File: config.mk
export PLATFORM = sky130hd
export DESIGN_NAME = if_fetch
export DESIGN_NICKNAME = d
export VERILOG_FILES = /design/src/rtl/if_fetch_pkg.sv /design/src/rtl/if_queue.sv /design/src/rtl/if_fetch.sv
export SDC_FILE = /design/constraint.sdc
export NUM_CORES = 1
export LEC_CHECK = 0
export CAP_MARGIN = 30
export CORE_UTILIZATION = 44
export DETAILED_ROUTE_END_ITERATION = 7
export PLACE_DENSITY = 0.7
export SLEW_MARGIN = 20
export SYNTH_ARGS = -nofsm -noshare
export SYNTH_HDL_FRONTEND = slang
export SYNTH_HIERARCHICAL = 1
export SYNTH_SLANG_ARGS = --single-unit
File: constraint.sdc
create_clock -name clk -period 6.43 [get_ports clk]
set_input_delay 0.9645 -clock clk [delete_from_list [all_inputs] [get_ports clk]]
set_output_delay 0.9645 -clock clk [all_outputs]
set_load 0.1 [all_outputs]
File: src/rtl/if_fetch_pkg.sv
// Shared constants for the instruction-fetch stage: FSM state encodings,
// queue depth and sequential PC increment.
package if_fetch_pkg;

  localparam logic [0:0] IF_ST_FETCH = 1'b0;
  localparam logic [0:0] IF_ST_HALT  = 1'b1;

  localparam int unsigned IF_QUEUE_DEPTH = 2;
  localparam int unsigned IF_PC_INC      = 4;

  // Occupancy counters are 2 bits wide (0..IF_QUEUE_DEPTH)
  localparam logic [1:0] IF_QUEUE_DEPTH_W = 2'(IF_QUEUE_DEPTH);

endpackage

File: src/rtl/if_queue.sv
// Two-entry FIFO of {pc, instr} records with synchronous clear; head data
// reads as zero when the queue is empty.
module if_queue
  import if_fetch_pkg::*;
#(
  parameter int unsigned WIDTH = 64
) (
  input  logic             clk,
  input  logic             rst,
  input  logic             clr,
  input  logic             push,
  input  logic [WIDTH-1:0] push_data,
  input  logic             pop,
  output logic [WIDTH-1:0] head_data,
  output logic [1:0]       count
);

  logic [WIDTH-1:0] entry [IF_QUEUE_DEPTH];
  logic [1:0]       cnt;

  always_ff @(posedge clk) begin
    if (rst || clr) begin
      cnt <= '0;
    end else begin
      case ({push, pop})
        2'b10: begin
          if (cnt != IF_QUEUE_DEPTH_W) begin
            entry[cnt[0]] <= push_data;
            cnt           <= cnt + 2'd1;
          end
        end
        2'b01: begin
          entry[0] <= entry[1];
          cnt      <= cnt - 2'd1;
        end
        2'b11: begin
          // Simultaneous pop and push keeps the count; the new record lands
          // behind whatever survives the pop.
          if (cnt == 2'd1) begin
            entry[0] <= push_data;
          end else begin
            entry[0] <= entry[1];
            entry[1] <= push_data;
          end
        end
        default: ;
      endcase
    end
  end

  assign count     = cnt;
  assign head_data = (cnt != 2'd0) ? entry[0] : '0;

endmodule

File: src/rtl/if_fetch.sv
// Instruction-fetch stage: sequential word fetch, 2-entry instruction queue,
// redirect flush and halt. Define IF_FETCH_CNT_EN to add fetch/flush counters.
module if_fetch
  import if_fetch_pkg::*;
#(
  parameter int unsigned       WORD_W   = 32,
  parameter int unsigned       INSTR_W  = 32,
  parameter logic [WORD_W-1:0] RESET_PC = '0
) (
  input  logic               clk,
  input  logic               rst,
  output logic               imem_en,
  output logic [WORD_W-1:0]  imem_addr,
  input  logic [INSTR_W-1:0] imem_rdata,
  output logic               if_valid,
  output logic [INSTR_W-1:0] if_instr,
  output logic [WORD_W-1:0]  if_pc,
  input  logic               id_ready,
  input  logic               redirect_valid,
  input  logic [WORD_W-1:0]  redirect_pc,
  input  logic               halt
`ifdef IF_FETCH_CNT_EN
  ,
  output logic [31:0]        fetch_cnt,
  output logic [31:0]        flush_cnt
`endif
);

  logic [0:0]                state;
  logic [WORD_W-1:0]         pc;
  logic                      inflight;
  logic [WORD_W-1:0]         inflight_pc;
  logic [1:0]                q_count;
  logic [WORD_W+INSTR_W-1:0] q_head;
  logic                      take;
  logic                      pop;
  logic                      push;
  logic                      issue;
  logic [2:0]                occupancy;
  logic                      unused_redirect_lsbs;

  assign unused_redirect_lsbs = ^redirect_pc[1:0];

  assign if_valid = (q_count != 2'd0);
  assign take     = if_valid && id_ready;
  assign pop      = take && !redirect_valid;
  assign push     = inflight && !redirect_valid && !rst;

  // Space after this cycle's pop must cover everything already in flight,
  // so a response is never dropped for lack of room.
  assign occupancy = {1'b0, q_count} - {2'b00, take} + {2'b00, inflight};
  assign issue     = !rst && (state == IF_ST_FETCH) && !redirect_valid && !halt &&
                     (occupancy < {1'b0, IF_QUEUE_DEPTH_W});

  assign imem_en   = issue;
  assign imem_addr = pc;

  if_queue #(
    .WIDTH (WORD_W + INSTR_W)
  ) u_queue (
    .clk       (clk),
    .rst       (rst),
    .clr       (redirect_valid),
    .push      (push),
    .push_data ({inflight_pc, imem_rdata}),
    .pop       (pop),
    .head_data (q_head),
    .count     (q_count)
  );

  assign {if_pc, if_instr} = q_head;

  always_ff @(posedge clk) begin
    if (rst) begin
      state       <= IF_ST_FETCH;
      pc          <= RESET_PC;
      inflight    <= 1'b0;
      inflight_pc <= '0;
    end else if (redirect_valid) begin
      state       <= IF_ST_FETCH;
      pc          <= {redirect_pc[WORD_W-1:2], 2'b00};
      inflight    <= 1'b0;
    end else begin
      if (state == IF_ST_FETCH && halt) begin
        state <= IF_ST_HALT;
      end
      inflight <= issue;
      if (issue) begin
        inflight_pc <= pc;
        pc          <= pc + WORD_W'(IF_PC_INC);
      end
    end
  end

`ifdef IF_FETCH_CNT_EN
  always_ff @(posedge clk) begin
    if (rst) begin
      fetch_cnt <= '0;
      flush_cnt <= '0;
    end else begin
      fetch_cnt <= fetch_cnt + 32'(issue);
      if (redirect_valid) begin
        flush_cnt <= flush_cnt + 32'(q_count) + 32'(inflight);
      end
    end
  end
`endif

endmodule

# Word level (Yosys, flattened, before mapping)
# Memories as Yosys holds them, arrays and structs flattened.
# Cells that the tools add are included.
# totals
reg_bits	68
mem_bits_rw	128
word_cells	68
memories	1
# memory_table
name	words	width	rd	rd_clocked_by_memory_dff	wr	line_no	text
u_queue.entry	2	64	2	0	2	if_queue.sv:18	logic [WIDTH-1:0] entry [IF_QUEUE_DEPTH];
# classes
addsub	5
magnitude_cmp	1
eq_ne	6
mux	25
bitwise_logic	4
reduce_logical	20
# ops
operator	n
2-to-1 mux 64 bit	4
2-to-1 mux 32 bit	2
OR reduction 64 bit	1
adder 32 x 3 -> 32 bit (second input constant)	1
2-to-1 mux 1 bit	17
logical AND 1 bit	9
nonzero test 2 bit	3
== test 2 x 1 -> 1 bit (second input constant)	2
== test 2 bit (second input constant)	2
case mux 2 bit (2 select lines)	1
AND reduction 2 bit	2
adder 3 x 1 -> 3 bit	1
zero test 1 bit	3
less-than comparator 3 x 2 -> 1 bit (second input constant)	1
subtractor 2 x 1 -> 3 bit	1
adder 2 x 1 -> 2 bit (second input constant)	1
2-to-1 mux 2 bit	1
inequality test 2 x 1 -> 1 bit (second input constant)	1
inequality test 2 bit (second input constant)	1
inverter 1 bit	2
OR 1 bit	2
OR reduction 2 bit	1
subtractor 2 x 1 -> 2 bit (second input constant)	1
logical OR 1 bit	1

# Depth between registers and ports, before layout
# Gate-level depths: netlist (run 1).
# logic_depth
depth_word	11
ltp_mapped	13
mapped_depth_nobuf	11

# Cells and area by module
# The synthesis (run 1) kept the hierarchy.
# modules_own_cells
module	n_inst	cells_per_inst	area_per_inst_um2
if_queue	1	296	5517.8
if_fetch	1	370	2941.6

# Worst setup path after synthesis (run 1)
# OpenSTA, ideal clock, no wires.
# synth_timing
path_kind	register to output
startpoint	register u_queue.cnt[1] (netlist: u_queue/count[1])
endpoint	output port imem_en
arrival_ns	3.413
required_ns	5.465
slack_ns	2.053
stages_incl_launch_ff	12
path_buffers	2
cell_sequence	dfxtp_1 or2_2 and2_1 ha_1 nand2b_1 fa_1 nor3b_4 and2_0 buf_2 nand2_1 inv_2 buf_2
# synth_between
elab_chain_cells	6
# synth_rtl
item	line_no	text
start, declared	if_queue.sv:19	logic [1:0] cnt;
start signal, assigned	if_queue.sv:29	cnt <= cnt + 2'd1;
start signal, assigned	if_queue.sv:34	cnt <= cnt - 2'd1;
nonzero test 2 bit	if_fetch.sv:44	assign if_valid = (q_count != 2'd0);
net if_valid	if_fetch.sv:15	output logic if_valid,
logical AND 1 bit	if_fetch.sv:45	assign take = if_valid && id_ready;
subtractor 2 x 1 -> 3 bit	if_fetch.sv:51	assign occupancy = {1'b0, q_count} - {2'b00, take} + {2'b00, inflight};
adder 3 x 1 -> 3 bit	if_fetch.sv:51	
less-than comparator 3 x 2 -> 1 bit	if_fetch.sv:53	(occupancy < {1'b0, IF_QUEUE_DEPTH_W});
logical AND 1 bit	if_fetch.sv:52	assign issue = !rst && (state == IF_ST_FETCH) && !redirect_valid && !halt &&
end, declared	if_fetch.sv:12	output logic imem_en,
# The timed path passes the listed nets, and every way through them passes these cells.

# Worst setup path in the final report (run 1)
# layout_timing
startpoint	input port id_ready
endpoint	output port imem_en
# layout_between
elab_chain_cells	5
# layout_rtl
item	line_no	text
start, declared	if_fetch.sv:18	input logic id_ready,
logical AND 1 bit	if_fetch.sv:45	
subtractor 2 x 1 -> 3 bit	if_fetch.sv:51	
adder 3 x 1 -> 3 bit	if_fetch.sv:51	
less-than comparator 3 x 2 -> 1 bit	if_fetch.sv:53	
logical AND 1 bit	if_fetch.sv:52	
# Every way passes these cells.

==> metrics.txt, run 1 <==
# TYPE chip_impl_metric gauge
chip_impl_metric{name="detailroute.via_count",unit=""} 5453
chip_impl_metric{name="pwr_density_cell",unit="nW/um^2"} 249
chip_impl_metric{name="syn-mean-instance-area",unit="sq um"} 12.7
chip_impl_metric{name="slew_headroom",unit=""} 0.295
chip_impl_metric{name="maximum_vdd_ir_drop",unit="uV"} 190
chip_impl_metric{name="cp_max_fo",unit=""} 32
chip_impl_metric{name="post_synth_xor_xnor_area",unit=""} 0.0226
chip_impl_metric{name="yosys.area_share.simple",unit=""} 0.159
chip_impl_info{name="cts_tree",value="yes"} 1
chip_impl_metric{name="path_clk_slew",unit="ns"} 0.07
chip_impl_metric{name="detailedPlacementHpwl",unit="mm"} 11.9
chip_impl_metric{name="grt_overflow",unit=""} 0
chip_impl_metric{name="route.detailed.drc",unit=""} 0
chip_impl_info{name="rsz0062_at_grt",value="false"} 1
chip_impl_metric{name="cp.depth",unit=""} 10
chip_impl_metric{name="n_fill_cell",unit=""} 1517
chip_impl_metric{name="grtUsageTotal",unit=""} 0.186
chip_impl_metric{name="cap_viol_max_count",unit=""} 0
chip_impl_info{name="cts_root_buffer",value="clkbuf_16"} 1
chip_impl_metric{name="placementRows",unit=""} 50
chip_impl_metric{name="ys_seq_elements",unit=""} 192
chip_impl_metric{name="setup_tns",unit="ns"} 0
chip_impl_metric{name="synthMuxAreaShare",unit=""} 0.118
chip_impl_info{name="timing.critical_path.max_delay_family",value="simple AND/OR/NAND/NOR gates"} 1
chip_impl_metric{name="final_critical_path_setup_slack",unit="ns"} 1.38
chip_impl_metric{name="clock_sink_count",unit=""} 192
chip_impl_metric{name="dieWidth",unit="um"} 141
chip_impl_info{name="cp_slowest_cell",value="inv_2"} 1
chip_impl_metric{name="cts_hold_fix_bufs",unit=""} 0
chip_impl_metric{name="core_region_area",unit="sq um"} 18800
chip_impl_metric{name="initial_core_util",unit=""} 0.451
chip_impl_metric{name="area.sequential",unit="sq um"} 5120
chip_impl_metric{name="fmax",unit="GHz"} 0.198
chip_impl_info{name="ys_dominant_reg_cell",value="edfxtp_1"} 1
chip_impl_metric{name="syn_inst",unit=""} 666
chip_impl_info{name="crit_type",value="input port to output port"} 1
chip_impl_metric{name="die_height",unit="um"} 141
chip_impl_info{name="critical_path.startpoint_type",value="input port"} 1
chip_impl_metric{name="setup-violations-final",unit=""} 0
chip_impl_metric{name="yosysSeqAreaShare",unit=""} 0.606
chip_impl_metric{name="final-hold-violation-count",unit=""} 0
chip_impl_metric{name="number_of_antenna_violating_nets_in_the_routed_design",unit=""} 0
chip_impl_metric{name="final.period_utilization",unit=""} 0.786
chip_impl_metric{name="cp_num_buf_inv",unit=""} 3
chip_impl_metric{name="cellLeakagePower",unit="uW"} 0.00379
chip_impl_metric{name="detail_route.wl_per_cell",unit="um"} 16.7
chip_impl_info{name="critical_path.cell_chain",value="clkdlybuf4s50_1 > and2_1 > ha_1 > nand2b_1 > fa_1 > nor3b_4 > and2_0 > nand2_1 > inv_2 > buf_12"} 1
chip_impl_info{name="run_status",value="finished clean"} 1
chip_impl_metric{name="final.setup_skew",unit="ns"} 0.00746
chip_impl_metric{name="cts_made_buffers",unit=""} 17
chip_impl_metric{name="multi_input_comb_area",unit="sq um"} 3150
chip_impl_metric{name="cts-root-to-sink-buffers",unit=""} 2
chip_impl_metric{name="top_level_ports",unit=""} 167
chip_impl_metric{name="post-route-min-period",unit="ns"} 5.05
chip_impl_metric{name="layout.cell_area.non_filler",unit="sq um"} 10900
chip_impl_metric{name="cpPeakStageDelay",unit="ns"} 0.49
chip_impl_metric{name="slew_viol_final",unit=""} 0
chip_impl_metric{name="rr_worst_depth",unit=""} 11
chip_impl_metric{name="yosys_warnings",unit=""} 6
chip_impl_metric{name="synth_compound_gate_area_share",unit=""} 0.0580
chip_impl_metric{name="finalWirelength",unit="mm"} 17.8
chip_impl_info{name="main_combinational_cell_family_by_area_after_synthesis",value="simple AND/OR/NAND/NOR gates"} 1
chip_impl_metric{name="critPathRequiredTime",unit="ns"} 5.47
chip_impl_metric{name="grt_start_max_net_pins",unit=""} 65
chip_impl_metric{name="post_synth_num_cell_types",unit=""} 54
chip_impl_metric{name="final_net_count",unit=""} 897
chip_impl_metric{name="synthesis.area",unit="sq um"} 8460
chip_impl_metric{name="synth-adder-area-share",unit=""} 0.00976
chip_impl_metric{name="place_ws",unit="ns"} 1.40
chip_impl_metric{name="max_slew.worst_pin.slew",unit="ns"} 1.05
chip_impl_metric{name="final_util",unit=""} 0.578
chip_impl_metric{name="fp.dieArea",unit="sq um"} 19800
chip_impl_metric{name="port-buffer-count",unit=""} 162
chip_impl_info{name="most_common_library_cell_in_the_layout_ignoring_fill_and_taps",value="clkdlybuf4s50_1"} 1
chip_impl_metric{name="ctsResizeCount",unit=""} 0
chip_impl_metric{name="fraction_of_final_layout_cells_sized_beyond_drive_strength_1",unit=""} 0.139
chip_impl_metric{name="avgViaCountPerCell",unit=""} 5.10
chip_impl_metric{name="placement.cell_area",unit="sq um"} 10300
chip_impl_info{name="crit_path_end_kind",value="output port"} 1
chip_impl_metric{name="vias_in_the_first_global_route",unit=""} 5447
chip_impl_metric{name="area.growth.synth_to_final",unit="%"} 28.3
chip_impl_info{name="hold_class",value="flip-flop to flip-flop"} 1
chip_impl_metric{name="first_iter_violations",unit=""} 371
chip_impl_metric{name="fin_worst_hold_slack",unit="ns"} 0.460
chip_impl_metric{name="worstHoldPathCells",unit=""} 0
chip_impl_info{name="layout.cells.most_common_list",value="160 x clkdlybuf4s50_1, 128 x edfxtp_1, 95 x nand2_1"} 1
chip_impl_metric{name="drt_pre_antenna_iters",unit=""} 5
chip_impl_metric{name="place_congestion",unit=""} 0.859
chip_impl_metric{name="antenna_cells_inserted",unit=""} 0
chip_impl_metric{name="cts_max_level",unit=""} 4
chip_impl_metric{name="synth_edf_count",unit=""} 128
chip_impl_metric{name="synth_async_sr_flop_share",unit=""} 0
chip_impl_metric{name="postCtsSetupRepairBufs",unit=""} 0
chip_impl_metric{name="grt_antenna_before_repair",unit=""} 0
chip_impl_metric{name="insertion_delay",unit="ns"} 0.42
chip_impl_metric{name="grt_first_pass_wirelength",unit="mm"} 28.3
chip_impl_metric{name="crit_arrival",unit="ns"} 4.09
## kinds of logic (layout without fill, tap and decap cells)
logic type | after synthesis | after routing
AND/OR/NAND/NOR | 253 | 253
AO/OA/AOI/OAI | 81 | 81
adder cells (fa/ha/maj) | 6 | 6
flip-flops | 192 | 192
other | 1 | 6
buffers and inverters | 43 | 207
XOR/XNOR | 21 | 21
multiplexers | 69 | 69
## synth_stat cells (all sizes together) (2+ instances only)
cell | count | share of area
a31oi | 7 | 0.0052
xor2 | 6 | 0.0062
ha | 5 | 0.0074
and4 | 3 | 0.0031
nor2 | 19 | 0.0093
inv | 7 | 0.0031
mux2i | 4 | 0.0047
or3 | 7 | 0.0058
o22ai | 5 | 0.0037
nand4 | 10 | 0.0074
mux2 | 65 | 0.11
xnor2 | 15 | 0.016
and3 | 7 | 0.0052
nand2 | 95 | 0.042
or2 | 3 | 0.0022
nor2b | 66 | 0.049
clkbuf | 19 | 0.0084
a21oi | 40 | 0.024
a211oi | 8 | 0.0071
o21a | 3 | 0.0027
nand3 | 13 | 0.011
nor4 | 7 | 0.0059
o21ai | 6 | 0.0035
nand2b | 2 | 0.0015
edfxtp | 128 | 0.45
dfxtp | 64 | 0.15
and2 | 7 | 0.0052
nor3b | 5 | 0.0058
nor3 | 7 | 0.0041
buf | 17 | 0.015
o211ai | 5 | 0.0044
## final cells by class
type	count	share of cell area
clock inverter	14	0.0152
timing repair buffer	168	0.154
inverter	7	0.00242
multi-input combinational	436	0.290
sequential	192	0.472
clock buffer	18	0.0395
tap	234	0.0270
## worst paths after layout
path	start	endpoint	slack [ns]
hold reg to reg	inflight_pc[4]	u_queue/entry[1][36]	0.46
setup reg to reg	u_queue/count[1]	imem_addr[19]	2.81
setup / recovery	id_ready	imem_en	1.38
hold / removal	inflight_pc[4]	u_queue/entry[1][36]	0.46
## stage by stage
step	total power [uW]	instances
CTS	2730	1069
global route	2790	1069
floorplan	1570	671
global placement	1670	1037
finish	2710	1069
detailed placement	1680	1037
## registers in the layout, summed over array words and instances (netlist names)
name           cells
u_queue/entry    128
state              1
imem_addr         30
inflight_pc       30
u_queue/count      2
inflight           1
## where the power goes
| part | total (uW) | leakage, uW | internal [uW] | switching, uW |
|---|---|---|---|---|
| logic | 297 | 0.00182 | 103 | 194 |
| registers | 1350 | 0.00169 | 1330 | 26.5 |
| clock network | 1050 | 0.000285 | 611 | 443 |
## worst register-to-register path, stage by stage (launching register included)
cell and delay (ns):
dfxtp_1 0.40, or2_2 0.33, and2_1 0.17, ha_1 0.27, nand2b_1 0.16, fa_1 0.48
nor3b_4 0.36, and2_0 0.40, nand2_1 0.14, inv_2 0.49, o21ai_0 0.20, o21ai_0 0.13
## metal layers
metal | vias to the layer above | part of all wire | track usage
met1 | 2565 | 0.43 | 0.232
met3 | 17 | 0.070 | 0.0523
met2 | 183 | 0.48 | 0.310
met5 | - | 0 | 0
met4 | 0 | 0.018 | 0.0606
li1 | 2688 | - | -
No activity file was read; power rests on OpenSTA's default activity.
==> run 2, diff against run 1 <==
==> constraint.sdc (replaced) <==
create_clock -name clk -period 4.75 [get_ports clk]
set_input_delay 0.7125 -clock clk [delete_from_list [all_inputs] [get_ports clk]]
set_output_delay 0.7125 -clock clk [all_outputs]
set_load 0.1 [all_outputs]
==> run 2 against run 1 <==
Effect of this change: final cell count increased by 0.28%; sequential share of layout area decreased by 0.16 points; power increased by 34%; clock power increased by 31%; sequential power increased by 36%; die area unchanged; count of clock-buffer cells in the layout increased by 2; non-clock buffer count increased by 3; design area increased by 0.35%.
==> metrics.txt, run 2 (synthesis results as in run 1) <==
# TYPE chip_impl_metric gauge
chip_impl_metric{name="finalWirelength",unit="mm"} 18.3
chip_impl_metric{name="cts_hold_fix_bufs",unit=""} 0
chip_impl_metric{name="path_clk_slew",unit="ns"} 0.07
chip_impl_metric{name="setup_tns",unit="ns"} 0
chip_impl_metric{name="core_region_area",unit="sq um"} 18800
chip_impl_metric{name="area.growth.synth_to_final",unit="%"} 28.8
chip_impl_metric{name="cp_max_fo",unit=""} 8
chip_impl_metric{name="detailedPlacementHpwl",unit="mm"} 12.1
chip_impl_metric{name="largest_reg_flops",unit=""} 128
chip_impl_metric{name="place_congestion",unit=""} 0.872
chip_impl_metric{name="route.detailed.drc",unit=""} 0
chip_impl_metric{name="final_cells",unit=""} 1072
chip_impl_info{name="critical_path.reg2reg.endpoint",value="imem_addr[15]"} 1
chip_impl_metric{name="avgViaCountPerCell",unit=""} 5.26
chip_impl_metric{name="post-route-min-period",unit="ns"} 3.94
chip_impl_metric{name="antenna_cells_inserted",unit=""} 0
chip_impl_metric{name="placementRows",unit=""} 50
chip_impl_metric{name="top_level_ports",unit=""} 167
chip_impl_metric{name="pwr_density_cell",unit="nW/um^2"} 333
chip_impl_metric{name="cts-root-to-sink-buffers",unit=""} 2
chip_impl_info{name="top_register",value="u_queue/entry"} 1
chip_impl_info{name="most_common_library_cell_in_the_layout_ignoring_fill_and_taps",value="clkdlybuf4s50_1"} 1
chip_impl_metric{name="number_of_antenna_violating_nets_in_the_routed_design",unit=""} 0
chip_impl_metric{name="final_net_count",unit=""} 900
chip_impl_metric{name="worstHoldPathCells",unit=""} 0
chip_impl_metric{name="fin_worst_hold_slack",unit="ns"} 0.457
chip_impl_metric{name="cts_max_level",unit=""} 4
chip_impl_metric{name="setup-violations-final",unit=""} 0
chip_impl_metric{name="fraction_of_final_layout_cells_sized_beyond_drive_strength_1",unit=""} 0.147
chip_impl_metric{name="final.setup_skew",unit="ns"} 0.0131
chip_impl_metric{name="vias_in_the_first_global_route",unit=""} 5543
chip_impl_metric{name="fp.dieArea",unit="sq um"} 19800
chip_impl_metric{name="slew_headroom",unit=""} 0.309
chip_impl_metric{name="grt_start_max_net_pins",unit=""} 65
chip_impl_metric{name="max_slew.worst_pin.slew",unit="ns"} 1.03
chip_impl_metric{name="final.period_utilization",unit=""} 0.829
chip_impl_metric{name="first_iter_violations",unit=""} 310
chip_impl_metric{name="rr_worst_depth",unit=""} 10
chip_impl_metric{name="grtUsageTotal",unit=""} 0.189
chip_impl_metric{name="final-hold-violation-count",unit=""} 0
chip_impl_info{name="rsz0062_at_grt",value="false"} 1
chip_impl_metric{name="power",unit="uW"} 3620
chip_impl_info{name="crit_path_end_kind",value="output port"} 1
chip_impl_metric{name="grt_first_pass_wirelength",unit="mm"} 29.0
chip_impl_info{name="min_delay_worst_endpoint",value="u_queue/entry[1][55]"} 1
chip_impl_metric{name="cap_viol_max_count",unit=""} 0
chip_impl_metric{name="clock_sink_count",unit=""} 192
chip_impl_metric{name="maximum_vdd_ir_drop",unit="uV"} 225
chip_impl_metric{name="place_ws",unit="ns"} 0.873
chip_impl_info{name="hold_class",value="flip-flop to flip-flop"} 1
chip_impl_metric{name="fmax",unit="GHz"} 0.254
chip_impl_info{name="run_status",value="finished clean"} 1
chip_impl_info{name="crit_type",value="flip-flop to output port"} 1
chip_impl_info{name="critical_path.startpoint_type",value="flip-flop"} 1
chip_impl_metric{name="ctsResizeCount",unit=""} 0
chip_impl_metric{name="die_height",unit="um"} 141
chip_impl_metric{name="final_critical_path_setup_slack",unit="ns"} 0.810
chip_impl_metric{name="crit_arrival",unit="ns"} 3.23
chip_impl_metric{name="postCtsSetupRepairBufs",unit=""} 0
chip_impl_info{name="min_from",value="inflight_pc[23]"} 1
chip_impl_info{name="reg2reg_from",value="u_queue/count[1]"} 1
chip_impl_metric{name="reg2reg_slack",unit="ns"} 1.31
chip_impl_metric{name="grt_overflow",unit=""} 0
chip_impl_metric{name="port-buffer-count",unit=""} 162
chip_impl_metric{name="detail_route.wl_per_cell",unit="um"} 17.1
chip_impl_metric{name="cts_made_buffers",unit=""} 17
chip_impl_metric{name="drt_pre_antenna_iters",unit=""} 5
chip_impl_info{name="layout.cells.most_common_list",value="160 x clkdlybuf4s50_1, 128 x edfxtp_1, 95 x nand2_1"} 1
chip_impl_metric{name="dieWidth",unit="um"} 141
chip_impl_metric{name="detailroute.via_count",unit=""} 5635
chip_impl_metric{name="slew_viol_final",unit=""} 0
chip_impl_metric{name="critPathRequiredTime",unit="ns"} 4.04
chip_impl_info{name="cts_tree",value="yes"} 1
chip_impl_metric{name="cellLeakagePower",unit="uW"} 0.00382
chip_impl_metric{name="grt_antenna_before_repair",unit=""} 0
chip_impl_metric{name="insertion_delay",unit="ns"} 0.43
chip_impl_metric{name="initial_core_util",unit=""} 0.451
chip_impl_metric{name="placedCellCount",unit=""} 1039
chip_impl_info{name="cts_root_buffer",value="clkbuf_16"} 1
[run 2: how the worst max path moves through the flow]
stage	end	depth (start not counted)	start
after floorplan	imem_en	11	u_queue/count[1]
after global placement	imem_en	10	id_ready
after detailed placement	imem_en	10	id_ready
after CTS	imem_en	10	u_queue/count[1]
after global routing	imem_en	10	u_queue/count[1]
final	imem_en	10	u_queue/count[1]
[run 2: layout make-up]
cell class | instances | area (sq um)
clock buffers | 20 | 457
clock inverters | 12 | 120
fillers | 1485 | 7880
inverters | 7 | 26.3
multi-input cells | 436 | 3150
flip-flops and latches | 192 | 5120
well taps | 234 | 293
repair buffers | 171 | 1730
[run 2: stage by stage]
step           instance area, sq um  utilization
2_1_floorplan                  8480            -
3_3_place_gp                  10300        0.548
3_5_place_dp                  10300        0.548
4_1_cts                       10900        0.579
5_1_grt                       10900        0.580
6_report                      10900        0.580
[run 2: worst max-delay path, stage by stage, from the launching register on]
cell	delay [ns]
dfxtp_1	0.41
or2_2	0.33
and2_1	0.17
ha_1	0.26
nand2b_1	0.16
fa_1	0.48
nor3b_4	0.37
and2_0	0.21
nand2_1	0.09
inv_2	0.13
buf_12	0.18
[run 2: power breakdown]
group          switching, uW  internal [uW]
Combinational            264            142
Clock                    622            763
Sequential              36.9           1800
[run 2: metal layers]
metal  vias up  GRT usage  part of all wire
met5         -          0                 0
met4         0     0.0675             0.018
met3        25     0.0455             0.061
met2       219      0.318              0.49
met1      2692      0.239              0.43
li1       2699          -                 -
==> run 3, diff against run 2 <==
--- a/config.mk
+++ b/config.mk
@@ -8,7 +8,7 @@
 export CAP_MARGIN = 30
 export CORE_UTILIZATION = 44
 export DETAILED_ROUTE_END_ITERATION = 7
-export PLACE_DENSITY = 0.7
+export PLACE_DENSITY = 0.72
 export SLEW_MARGIN = 20
 export SYNTH_ARGS = -nofsm -noshare
 export SYNTH_HDL_FRONTEND = slang
==> constraint.sdc (replaced) <==
create_clock -name clk -period 3.2 [get_ports clk]
set_input_delay 0.48 -clock clk [delete_from_list [all_inputs] [get_ports clk]]
set_output_delay 0.48 -clock clk [all_outputs]
set_load 0.1 [all_outputs]
==> run 3 against run 2 <==
Effect of this change: sequential power rose by 49%; setup slack got worse by 0.72 ns; critical path depth did not move; highest routed layer unchanged; non-clock buffer count rose by 17; critical endpoint unchanged; largest power group unchanged.
==> metrics.txt, run 3 (synthesis results as in run 1) <==
# TYPE chip_impl_metric gauge
chip_impl_info{name="run_status",value="finished clean"} 1
chip_impl_info{name="top_register",value="u_queue/entry"} 1
chip_impl_metric{name="pwr_density_cell",unit="nW/um^2"} 507
chip_impl_metric{name="critPathRequiredTime",unit="ns"} 2.72
chip_impl_info{name="cts_tree",value="yes"} 1
chip_impl_metric{name="top_level_ports",unit=""} 167
chip_impl_metric{name="antenna_cells_inserted",unit=""} 0
chip_impl_metric{name="drt_pre_antenna_iters",unit=""} 4
chip_impl_metric{name="clock_sink_count",unit=""} 192
chip_impl_metric{name="seq_power_share",unit=""} 0.493
chip_impl_info{name="cp_slowest_cell",value="fa_1"} 1
chip_impl_metric{name="cellLeakagePower",unit="uW"} 0.00413
chip_impl_metric{name="slew_headroom",unit=""} 0.519
chip_impl_info{name="min_from",value="inflight_pc[25]"} 1
chip_impl_metric{name="reg2reg_slack",unit="ns"} 0.15
chip_impl_metric{name="final.period_utilization",unit=""} 0.973
chip_impl_metric{name="n_fill_cell",unit=""} 1580
chip_impl_metric{name="grt_overflow",unit=""} 0
chip_impl_metric{name="post-route-min-period",unit="ns"} 3.11
chip_impl_metric{name="die_height",unit="um"} 141
chip_impl_metric{name="placement.cell_area",unit="sq um"} 10200
chip_impl_metric{name="cpPeakStageDelay",unit="ns"} 0.48
chip_impl_metric{name="slew_viol_final",unit=""} 0
chip_impl_metric{name="cts-root-to-sink-buffers",unit=""} 2
chip_impl_metric{name="cts_max_level",unit=""} 4
chip_impl_metric{name="p_int",unit="uW"} 4180
chip_impl_metric{name="multi_input_comb_area",unit="sq um"} 3190
chip_impl_info{name="critical_path.startpoint_type",value="flip-flop"} 1
chip_impl_metric{name="power_frac_clock",unit=""} 0.398
chip_impl_metric{name="cts_made_buffers",unit=""} 17
chip_impl_metric{name="crit_arrival",unit="ns"} 2.63
chip_impl_metric{name="combPwrFrac",unit=""} 0.109
chip_impl_metric{name="maximum_vdd_ir_drop",unit="uV"} 346
chip_impl_info{name="rsz0062_at_grt",value="true"} 1
chip_impl_metric{name="insertion_delay",unit="ns"} 0.42
chip_impl_info{name="reg2reg_from",value="u_queue/count[0]"} 1
chip_impl_metric{name="layout.cell_area.non_filler",unit="sq um"} 10900
chip_impl_metric{name="grt_first_pass_wirelength",unit="mm"} 27.7
chip_impl_metric{name="area.growth.synth_to_final",unit="%"} 28.8
chip_impl_metric{name="detailedPlacementHpwl",unit="mm"} 11.4
chip_impl_metric{name="grt_antenna_before_repair",unit=""} 0
chip_impl_metric{name="area.sequential",unit="sq um"} 5130
chip_impl_metric{name="port-buffer-count",unit=""} 162
chip_impl_metric{name="route.detailed.drc",unit=""} 0
chip_impl_info{name="most_common_library_cell_in_the_layout_ignoring_fill_and_taps",value="edfxtp_1"} 1
chip_impl_metric{name="cp.depth",unit=""} 10
chip_impl_metric{name="largest_reg_flops",unit=""} 128
chip_impl_metric{name="worstHoldPathCells",unit=""} 0
chip_impl_metric{name="fin_worst_hold_slack",unit="ns"} 0.464
chip_impl_metric{name="final-hold-violation-count",unit=""} 0
chip_impl_info{name="hold_class",value="flip-flop to flip-flop"} 1
chip_impl_metric{name="cap_viol_max_count",unit=""} 0
chip_impl_info{name="crit_type",value="flip-flop to output port"} 1
chip_impl_info{name="timing.critical_path.max_delay_family",value="simple AND/OR/NAND/NOR gates"} 1
chip_impl_info{name="critical_path.cell_chain",value="or2_4 > and2_4 > ha_4 > nand2b_4 > fa_1 > nor3b_4 > and2_4 > nand2_4 > inv_4 > buf_12"} 1
chip_impl_info{name="crit_path_frequent_cell",value="and2_4"} 1
chip_impl_info{name="critical_path.reg2reg.endpoint",value="imem_addr[15]"} 1
chip_impl_metric{name="vias_in_the_first_global_route",unit=""} 5248
chip_impl_metric{name="switching_share",unit=""} 0.243
chip_impl_metric{name="setup-violations-final",unit=""} 0
chip_impl_metric{name="placementRows",unit=""} 50
chip_impl_metric{name="finalWirelength",unit="mm"} 17.4
chip_impl_metric{name="place_congestion",unit=""} 0.885
chip_impl_info{name="min_delay_worst_endpoint",value="u_queue/entry[1][57]"} 1
chip_impl_metric{name="fmax",unit="GHz"} 0.321
chip_impl_info{name="crit_path_end_kind",value="output port"} 1
chip_impl_metric{name="grt_start_max_net_pins",unit=""} 65
chip_impl_info{name="cts_root_buffer",value="clkbuf_16"} 1
chip_impl_metric{name="number_of_antenna_violating_nets_in_the_routed_design",unit=""} 0
chip_impl_metric{name="final.setup_skew",unit="ns"} 0.00761
chip_impl_metric{name="core_region_area",unit="sq um"} 18800
chip_impl_metric{name="dieWidth",unit="um"} 141
chip_impl_metric{name="first_iter_violations",unit=""} 308
chip_impl_metric{name="p_sw",unit="uW"} 1340
chip_impl_metric{name="final_net_count",unit=""} 917
chip_impl_metric{name="detail_route.wl_per_cell",unit="um"} 16.0
chip_impl_metric{name="cp_max_fo",unit=""} 3
chip_impl_metric{name="path_clk_slew",unit="ns"} 0.07
chip_impl_metric{name="max_slew.worst_pin.slew",unit="ns"} 0.722
chip_impl_metric{name="initial_core_util",unit=""} 0.451
chip_impl_metric{name="fraction_of_final_layout_cells_sized_beyond_drive_strength_1",unit=""} 0.284
chip_impl_metric{name="detailroute.via_count",unit=""} 5559
chip_impl_metric{name="fp.dieArea",unit="sq um"} 19800
chip_impl_metric{name="grtUsageTotal",unit=""} 0.181
chip_impl_metric{name="cts_hold_fix_bufs",unit=""} 0
chip_impl_info{name="layout.cells.most_common_list",value="128 x edfxtp_1, 117 x buf_4, 94 x nand2_1"} 1
chip_impl_metric{name="cp_num_buf_inv",unit=""} 2
chip_impl_metric{name="rr_worst_depth",unit=""} 12
chip_impl_metric{name="avgViaCountPerCell",unit=""} 5.10
run 3: changes by cell type in the layout (fill, tap and decap cells not counted), moves of 2 or more:
cell | previous run | this run
buf_12 | 2 | 5
and2_4 | 0 | 2
bufinv_16 | 1 | 3
dfxtp_1 | 64 | 62
clkinv_2 | 0 | 3
inv_6 | 5 | 2
buf_4 | 7 | 117
clkdlybuf4s50_1 | 160 | 65
run 3: cell type report:
class                      count  area share
sequential                   192       0.471
multi-input combinational    436       0.292
timing repair buffer         188       0.150
clock buffer                  20      0.0430
tap                          234      0.0269
clock inverter                12      0.0141
inverter                       7     0.00264
run 3: metal layers:
metal,share of wire,vias up,GRT usage
met3,0.059,23,0.0428
met5,0,-,0
met1,0.44,2615,0.232
li1,-,2742,-
met4,0.017,0,0.0721
met2,0.48,179,0.296
run 3: worst max path at each step:
stage,from,end,slack (ns)
after floorplan,u_queue/count[1],imem_en,-0.12
after global placement,id_ready,imem_addr[15],-0.13
after detailed placement,id_ready,imem_addr[15],-0.21
after CTS,u_queue/count[0],imem_en,0.05
after global routing,u_queue/count[0],imem_en,-0.01
final,u_queue/count[0],imem_en,0.09
run 3: through the flow:
stage	cells	setup WS, ns	total power, uW	utilization	setup TNS, ns
2_1_floorplan	671	-0.118	3170	-	-0.118
3_3_place_gp	1052	-0.134	3370	0.543	-2.78
3_5_place_dp	1052	-0.212	3370	0.543	-5.84
4_1_cts	1088	0.0519	5570	0.579	0
5_1_grt	1089	-0.0138	5710	0.580	-0.0138
6_report	1089	0.0871	5520	0.580	0
run 3: worst register-to-register path, delay by kind of cell, from the launching register on:
kind,cells,cell delay [ns]
simple gates,7,1.50
fa+ha+maj,2,0.68
flops,1,0.34
buf+inv,2,0.26
compound gates,1,0.17
run 3: repair_timing:
item                                    4_1_cts  5_1_grt
hold endpoints to repair                      0        0
resized for setup                             7        2
endpoints found under the setup margin        1        2
buffers inserted                              4        1
pin swaps                                     1        1
run 3: power groups by stage:
stage | sequential, uW | combinational, uW | clock (uW)
2_1_floorplan | 2930 | 235 | 0
3_3_place_gp | 2770 | 591 | 0
3_5_place_dp | 2770 | 595 | 0
4_1_cts | 2720 | 603 | 2250
5_1_grt | 2720 | 633 | 2350
6_report | 2720 | 603 | 2200
